`config.mk`:
```
export PLATFORM = sky130hd
export DESIGN_NAME = ks_adder_pipe
export DESIGN_NICKNAME = d
export VERILOG_FILES = /design/src/rtl/ks_adder_pipe.sv
export SDC_FILE = /design/constraint.sdc
export NUM_CORES = 1
export LEC_CHECK = 0
export ABC_CLOCK_PERIOD_IN_PS = 2600
export CAP_MARGIN = 30
export CORE_MARGIN = 1.5
export CORE_UTILIZATION = 60
export DETAILED_ROUTE_END_ITERATION = 8
export GPL_TIMING_DRIVEN = 1
export PLACE_DENSITY = 0.8
export SYNTH_ARGS = -nofsm -noshare
export SYNTH_HDL_FRONTEND = slang
export SYNTH_SLANG_ARGS = --single-unit
export TNS_END_PERCENT = 1
```
`constraint.sdc`:
```
create_clock -name clk -period 2.6 [get_ports clk]
set_clock_uncertainty 0.2 [all_clocks]
set_input_delay 0.65 -clock clk [delete_from_list [all_inputs] [get_ports clk]]
set_output_delay 0.65 -clock clk [all_outputs]
set_load 0.01 [all_outputs]
```
`src/rtl/ks_adder_pipe.sv`:
```
// Pipelined Kogge-Stone adder/subtractor with valid/ready flow control and LEVELS+2 cycle latency.
// Define KS_ADDER_PIPE_SAT_EN to clamp signed-overflowing results to the signed max/min.
module ks_adder_pipe #(
   parameter int WIDTH = 32
) (
   input  logic             clk,
   input  logic             rst_n,
   input  logic             in_valid,
   output logic             in_ready,
   input  logic [WIDTH-1:0] a,
   input  logic [WIDTH-1:0] b,
   input  logic             cin,
   input  logic             sub,
   output logic             out_valid,
   input  logic             out_ready,
   output logic [WIDTH-1:0] sum,
   output logic             cout,
   output logic             ovf
);
   localparam int LEVELS = $clog2(WIDTH);

   logic             advance;
   logic [WIDTH-1:0] be;
   logic [WIDTH-1:0] gv;
   logic [WIDTH-1:0] pv;
   logic             cin_eff;

   // Tree index 0 holds the carry-in; index i holds bit i-1, so entry i ends up as the carry into bit i.
   logic [WIDTH-1:0] tg [0:LEVELS];
   logic [WIDTH-1:0] tp [0:LEVELS];
   logic [WIDTH-1:0] ng [1:LEVELS];
   logic [WIDTH-1:0] np [1:LEVELS];
   logic [WIDTH-1:0] bp [0:LEVELS];
   logic [LEVELS:0]  am;
   logic [LEVELS:0]  bm;
   logic [LEVELS:0]  vld;

   logic [WIDTH-1:0] sum_raw;
   logic [WIDTH-1:0] sum_next;
   logic             cout_next;
   logic             ovf_next;
   logic             unused_p;

   assign in_ready = out_ready || !out_valid;
   assign advance  = in_ready;
   assign be       = sub ? ~b : b;
   assign cin_eff  = sub ? 1'b1 : cin;
   assign gv       = a & be;
   assign pv       = a ^ be;
   assign unused_p = ^tp[LEVELS];

   for (genvar k = 1; k <= LEVELS; k++) begin : g_level
      localparam int S = 1 << (k - 1);
      for (genvar j = 0; j < WIDTH; j++) begin : g_bit
         if (j < S) begin : g_pass
            assign ng[k][j] = tg[k-1][j];
            assign np[k][j] = tp[k-1][j];
         end else if (j < 2 * S) begin : g_gray
            // Group now reaches the carry-in, so its propagate is known to be zero.
            assign ng[k][j] = tg[k-1][j] | (tp[k-1][j] & tg[k-1][j-S]);
            assign np[k][j] = 1'b0;
         end else begin : g_black
            assign ng[k][j] = tg[k-1][j] | (tp[k-1][j] & tg[k-1][j-S]);
            assign np[k][j] = tp[k-1][j] & tp[k-1][j-S];
         end
      end
   end

   always_comb begin
      sum_raw   = bp[LEVELS] ^ tg[LEVELS];
      cout_next = (am[LEVELS] & bm[LEVELS]) |
                  ((am[LEVELS] ^ bm[LEVELS]) & tg[LEVELS][WIDTH-1]);
      ovf_next  = (am[LEVELS] == bm[LEVELS]) && (sum_raw[WIDTH-1] != am[LEVELS]);
      sum_next  = sum_raw;
`ifdef KS_ADDER_PIPE_SAT_EN
      if (ovf_next) begin
         sum_next = am[LEVELS] ? {1'b1, {(WIDTH-1){1'b0}}} : {1'b0, {(WIDTH-1){1'b1}}};
      end
`endif
   end

   // A single global enable: a stalled output freezes every stage, data and valid alike.
   always_ff @(posedge clk or negedge rst_n) begin
      if (!rst_n) begin
         vld <= '0;
         am  <= '0;
         bm  <= '0;
         for (int k = 0; k <= LEVELS; k++) begin
            tg[k] <= '0;
            tp[k] <= '0;
            bp[k] <= '0;
         end
         out_valid <= 1'b0;
         sum       <= '0;
         cout      <= 1'b0;
         ovf       <= 1'b0;
      end else if (advance) begin
         vld[0] <= in_valid;
         tg[0]  <= {gv[WIDTH-2:0], cin_eff};
         tp[0]  <= {pv[WIDTH-2:0], 1'b0};
         bp[0]  <= pv;
         am[0]  <= a[WIDTH-1];
         bm[0]  <= be[WIDTH-1];
         for (int k = 1; k <= LEVELS; k++) begin
            vld[k] <= vld[k-1];
            tg[k]  <= ng[k];
            tp[k]  <= np[k];
            bp[k]  <= bp[k-1];
            am[k]  <= am[k-1];
            bm[k]  <= bm[k-1];
         end
         out_valid <= vld[LEVELS];
         sum       <= sum_next;
         cout      <= cout_next;
         ovf       <= ovf_next;
      end
   end
endmodule
```
### Word level (Yosys, flattened, before mapping)

Index checks and enable logic that the tools add are counted.

| storage, ports and cells | value |
|---|---|
| flip-flop bits (word level) | 566 |
| latch bits | 0 |
| RAM bits | 0 |
| memory bits (read-only) | 0 |
| input bits | 70 |
| output and inout port bits | 36 |
| word-level logic and storage cells | 395 |
| memories | 0 |

| cells by class | value |
|---|---|
| $add $sub $neg | 0 |
| multiply operators | 0 |
| div/mod/pow operators | 0 |
| order comparisons | 0 |
| equal/unequal tests | 2 |
| shift-type cells | 0 |
| muxes and demuxes | 2 |
| bitwise operators | 364 |
| reductions and logical operators | 3 |

Operators by type and width:

| kind | count |
|---|---|
| 1-bit bitwise AND | 229 |
| 1-bit OR | 130 |
| 32-bit bitwise XOR | 2 |
| 32-bit 2-to-1 mux | 1 |
| 32-bit inverter | 1 |
| 31-bit bitwise AND | 1 |
| 1-bit equality test | 1 |
| 1-bit logical AND | 1 |
| 1-bit logical NOT | 1 |
| 1-bit logical OR | 1 |
| 1-bit 2-to-1 mux | 1 |
| 1-bit != test | 1 |
| 1-bit bitwise XOR | 1 |

### Longest topological paths before layout

Gate-level depths: netlist (run 1).

| logic depth | value |
|---|---|
| depth in word-level cells | 3 |
| mapped depth | 8 |
| mapped depth without buffers | 3 |

### Worst setup path after synthesis (run 1)

No wires, ideal clock.

| timing path | value |
|---|---|
| path kind | input port to output port |
| from | in out_ready |
| to | out in_ready |
| arrival | 1.358 ns |
| setup slack | 0.392 ns |
| cell stages on the path | 6 |
| cells stage by stage | nor2b_1 buf_4 buf_8 inv_4 buf_8 buf_6 |

| between the ends | value |
|---|---|
| word-level cells in the longest chain between the ends | 1 |

RTL lines:

| what | line | RTL |
|---|---|---|
| start, declared | 15 | `input logic out_ready,` |
| 1-bit logical OR | 44 | `assign in_ready = out_ready \|\| !out_valid;` |
| end, declared | 9 | `output logic in_ready,` |

Every way passes these cells.

### Worst setup path after layout (run 1)

| timing path | value |
|---|---|
| from | reg ovf |
| to | out ovf |

RTL lines:

| what | line | RTL |
|---|---|---|
| start, declared | 18 | `output logic ovf` |
| start signal, assigned | 115 | `ovf <= ovf_next;` |

No word-level cell between the ends.

==> summary.txt, run 1 <==
Job
  – Max_cap viols: 0

Synthesis
  – Post-Synth XOR/XNOR Area: 2.66%
  – Synthesized flop and latch total: 535
  – Syn Area/Cell: 13.1 µm²
  – Mux cell area share after synthesis: 16.6%
  – Largest family of logic cells by synthesized area: multiplexers
  – Synth area leaders: dfrtp_1 (59%), mux2_2 (10%), nand3b_1 (7.6%)
  – Post-synth cell types: 22
  – Net count after synthesis: 1845
  – Leading area contributor after synthesis: dfrtp_1
  – Adder-Cell Fraction of Synth Area: 1.76%
  – Synth Area in Compound Gates: 7.91%
  – Syn Inst Count: 1743
  – Syn. warnings: 0
  – Mapped Area: 0.0228 mm²
  – Synth Area in Simple Gates: 9.26%
  – Post-synthesis sequential area ratio: 58.7%
  – Post-synth top area share: 58.7%

Routing
  – 1st-pass router iterations: 7
  – Metal-1 WL: 22.5 mm
  – Metal3 WL: 2.26 mm
  – Top sig layer: met4
  – DRT antenna net count: 0
  – DR iter-0 viols: 1336
  – Vias post-DR: 13800
  – WL/cell: 20.7 µm
  – Routed WL: 48.9 mm
  – Metal2 WL: 23.2 mm
  – Post-route DRC: 0
  – Vias per cell: 5.85

Power
  – Switching power: 9.91 mW
  – Sequential share of power: 48.5%
  – Standby leakage power: 11.3 nW
  – Power Dens Cells: 1200 mW/mm²
  – Switching share of power: 31.9%
  – Internal cell power: 21.1 mW
  – Maximum vdd drop: 0.752 mV
  – Clock share of power: 24.4%
  – Gate power share: 27.1%

Finish
  – Area grow syn2layout: 13.8%
  – Final #Nets: 1919
  – Fillers: 2609
  – Fraction of layout cells with a size suffix above 1: 22.6%
  – # diodes: 0

Clocking
  – Total CTS buffers: 52
  – Htree depth: 2
  – Max Root-Sink Buffers: 3
  – Post-CTS setup buffer count: 0
  – Clk root buf: clkbuf_16
  – CTS clk-pin slew, worst paths: 0.06 ns
  – CTS sink cnt: 535
  – CTS tree: done
  – Clock Latency Late Sink: 0.57 ns

Floorplan
  – Die height: 198 µm
  – Core area: 0.0376 mm²
  – Starting density of the core: 60.7%
  – # IOs: 106
  – Chip Width: 198 µm
  – # rows: 71
  – DIE AREA: 0.0392 mm²

Worst setup path
  – Startpoint types: flip-flop
  – Worst endpoint data arrival time: 1.72 ns
  – Worst path slowest cell: clkdlybuf4s50_1
  – CP endpoint kind: output pin
  – Buf/Inv on CP: 1
  – Crit Path Max Fanout: 2
  – CP Class: flip-flop to output pin
  – Crit path required time: 1.75 ns
  – Cell family with most CP delay: buffers and inverters
  – Largest stage delay on the critical path: 0.61 ns
  – CP cell instances: clkdlybuf4s50_1

STA
  – Unrepaired setup endpoints after global routing: false
  – Slew headroom: 22.3%
  – Fin crit period: 2.57 ns
  – Worst slew pin tran: 1.17 ns
  – Slew Limit Fails: 0
  – Final setup TNS: 0 ns
  – Setup violators final: 0
  – Setup ws final: 0.0326 ns
  – Period utilization: 98.7%
  – Final Hold Fails: 0
  – Fmax: 390 MHz

Global route
  – First-pass GRT wire length: 78.5 mm
  – Gr usage total: 25.7%
  – GRT Residual Overflow: 0
  – Initial antenna violation count: 3
  – Pin count of the biggest net entering global routing: 231
  – Vias in the first global route: 14000

Placed design
  – Final GP Congestion: 0.805
  – Worst slack at placement: 0.263 ns
  – Post-DP HPWL: 31.4 mm
  – IO buf count: 105

Outcome
  – Run status: completed

Min path
  – Hold Crit Class: flip-flop to flip-flop
==> power groups by stage <==
stage | clock [mW] | combinational, mW | sequential [mW]
2_1_floorplan | 0 | 6.42 | 13.8
3_3_place_gp | 0 | 8.04 | 14.9
3_5_place_dp | 0 | 8.37 | 15.1
4_1_cts | 7.69 | 8.52 | 15.0
5_1_grt | 8.04 | 9.24 | 15.4
6_report | 7.58 | 8.43 | 15.0
==> path summary, 6_finish.rpt <==
| check | endpoint | startpoint | slack, ns | cells after the start |
|---|---|---|---|---|
| max | ovf | ovf$_DFFE_PN0P_ | 0.03 | 1 |
| min | out_valid$_DFFE_PN0P_ | vld[5]$_DFFE_PN0P_ | 0.27 | 1 |
| max reg2reg | bp[31]$_DFFE_PN0P_ | out_valid$_DFFE_PN0P_ | 0.44 | 5 |
| min reg2reg | out_valid$_DFFE_PN0P_ | vld[5]$_DFFE_PN0P_ | 0.27 | 1 |
| max in group asynchronous | tp[95]$_DFFE_PN0P_ | rst_n | 1.01 | 3 |
| min in group asynchronous | sum[17]$_DFFE_PN0P_ | rst_n | 0.40 | 2 |
==> logic make-up after synthesis <==
group	Yosys count
flops	535
simple gates	331
compound gates	360
buf+inv	115
fa+ha+maj	32
mux	304
xor+xnor	66
==> repair_timing <==
| item | in CTS | in global routing |
|---|---|---|
| hold buffers | 1 | 0 |
| setup endpoints to repair | 1 | 0 |
| gates resized for setup | 1 | 0 |
| hold endpoints to repair | 31 | 0 |
==> final cells by class <==
class / instances / area (µm²) / area share (%)
clock buffer: 78 / 1560 / 6.01
clock inverter: 14 / 174 / 0.670
inverter: 1 / 11.3 / 0.0434
multi-input combinational: 1093 / 8720 / 33.6
sequential: 535 / 13400 / 51.6
tap: 511 / 639 / 2.46
timing repair buffer: 134 / 1460 / 5.61
==> cell usage in the layout (no fill, tap or decap) <==
cell / n
clkinv_4: 1
xnor3_1: 1
dfrtp_4: 1
dlygate4sd3_1: 1
dlygate4sd2_1: 1
buf_12: 15
clkdlybuf4s50_1: 101
clkbuf_8: 14
buf_8: 1
buf_4: 14
nand2_1: 98
clkbuf_1: 11
mux2_4: 98
nand3b_1: 230
clkinv_2: 9
buf_2: 1
ha_1: 32
nand2b_1: 1
xor3_1: 1
nor2_1: 1
o21ai_0: 229
inv_8: 1
bufinv_16: 4
nor2b_4: 1
a21oi_1: 130
mux2_2: 206
xor2_1: 64
dfrtp_1: 534
o31ai_1: 1
clkbuf_16: 53
==> flip-flops by register name, summed over array words and instances (netlist names) <==
signal and cells:
tp 98, ng 31, bm 6, cout 1, out_valid 1, bp 192
vld 6, am 6, ovf 1, sum 32, tg 161
==> routing by layer <==
layer | vias to the layer above | GRT usage (%)
met4 | 0 | 6.36
met5 | - | 0
met2 | 340 | 40.1
met1 | 7099 | 38.2
li1 | 6327 | -
met3 | 71 | 3.76
==> cell usage after synthesis <==
cell        n
ha_1       32
mux2_2    206
clkbuf_1   74
buf_2      11
buf_8      11
xnor3_1     1
o31ai_1     1
dfrtp_1   535
buf_6      16
nor2_1      1
inv_4       1
xor2_1     64
a21oi_1   130
o21ai_0   229
mux2_4     98
xor3_1      1
nand2_1    98
nand3b_1  230
nor2b_1     1
buf_1       1
nand2b_1    1
buf_4       1
==> metrics by stage <==
stage               util (%)  std cells  hold WS [ns]  cell area, µm²  total power, mW
floorplan                  -       1743         0.154           22800             20.2
global placement        64.4       2273         0.241           24200             23.0
detailed placement      64.4       2273         0.262           24200             23.5
CTS                     69.1       2366         0.275           26000             31.2
global route            69.1       2366         0.314           26000             32.7
finish                  69.1       2366         0.270           26000             31.0
No activity file was read; power rests on OpenSTA's default activity.
==> inputs of run 2 (changes only) <==
--- a/config.mk
+++ b/config.mk
@@ -11,8 +11,9 @@
 export CORE_UTILIZATION = 60
 export DETAILED_ROUTE_END_ITERATION = 8
 export GPL_TIMING_DRIVEN = 1
+export HOLD_SLACK_MARGIN = 0.15
 export PLACE_DENSITY = 0.8
 export SYNTH_ARGS = -nofsm -noshare
 export SYNTH_HDL_FRONTEND = slang
 export SYNTH_SLANG_ARGS = --single-unit
-export TNS_END_PERCENT = 1
+export TNS_END_PERCENT = 30
==> results of run 2 <==
The final DEF is identical to that of run 1; final timing and power are the same.
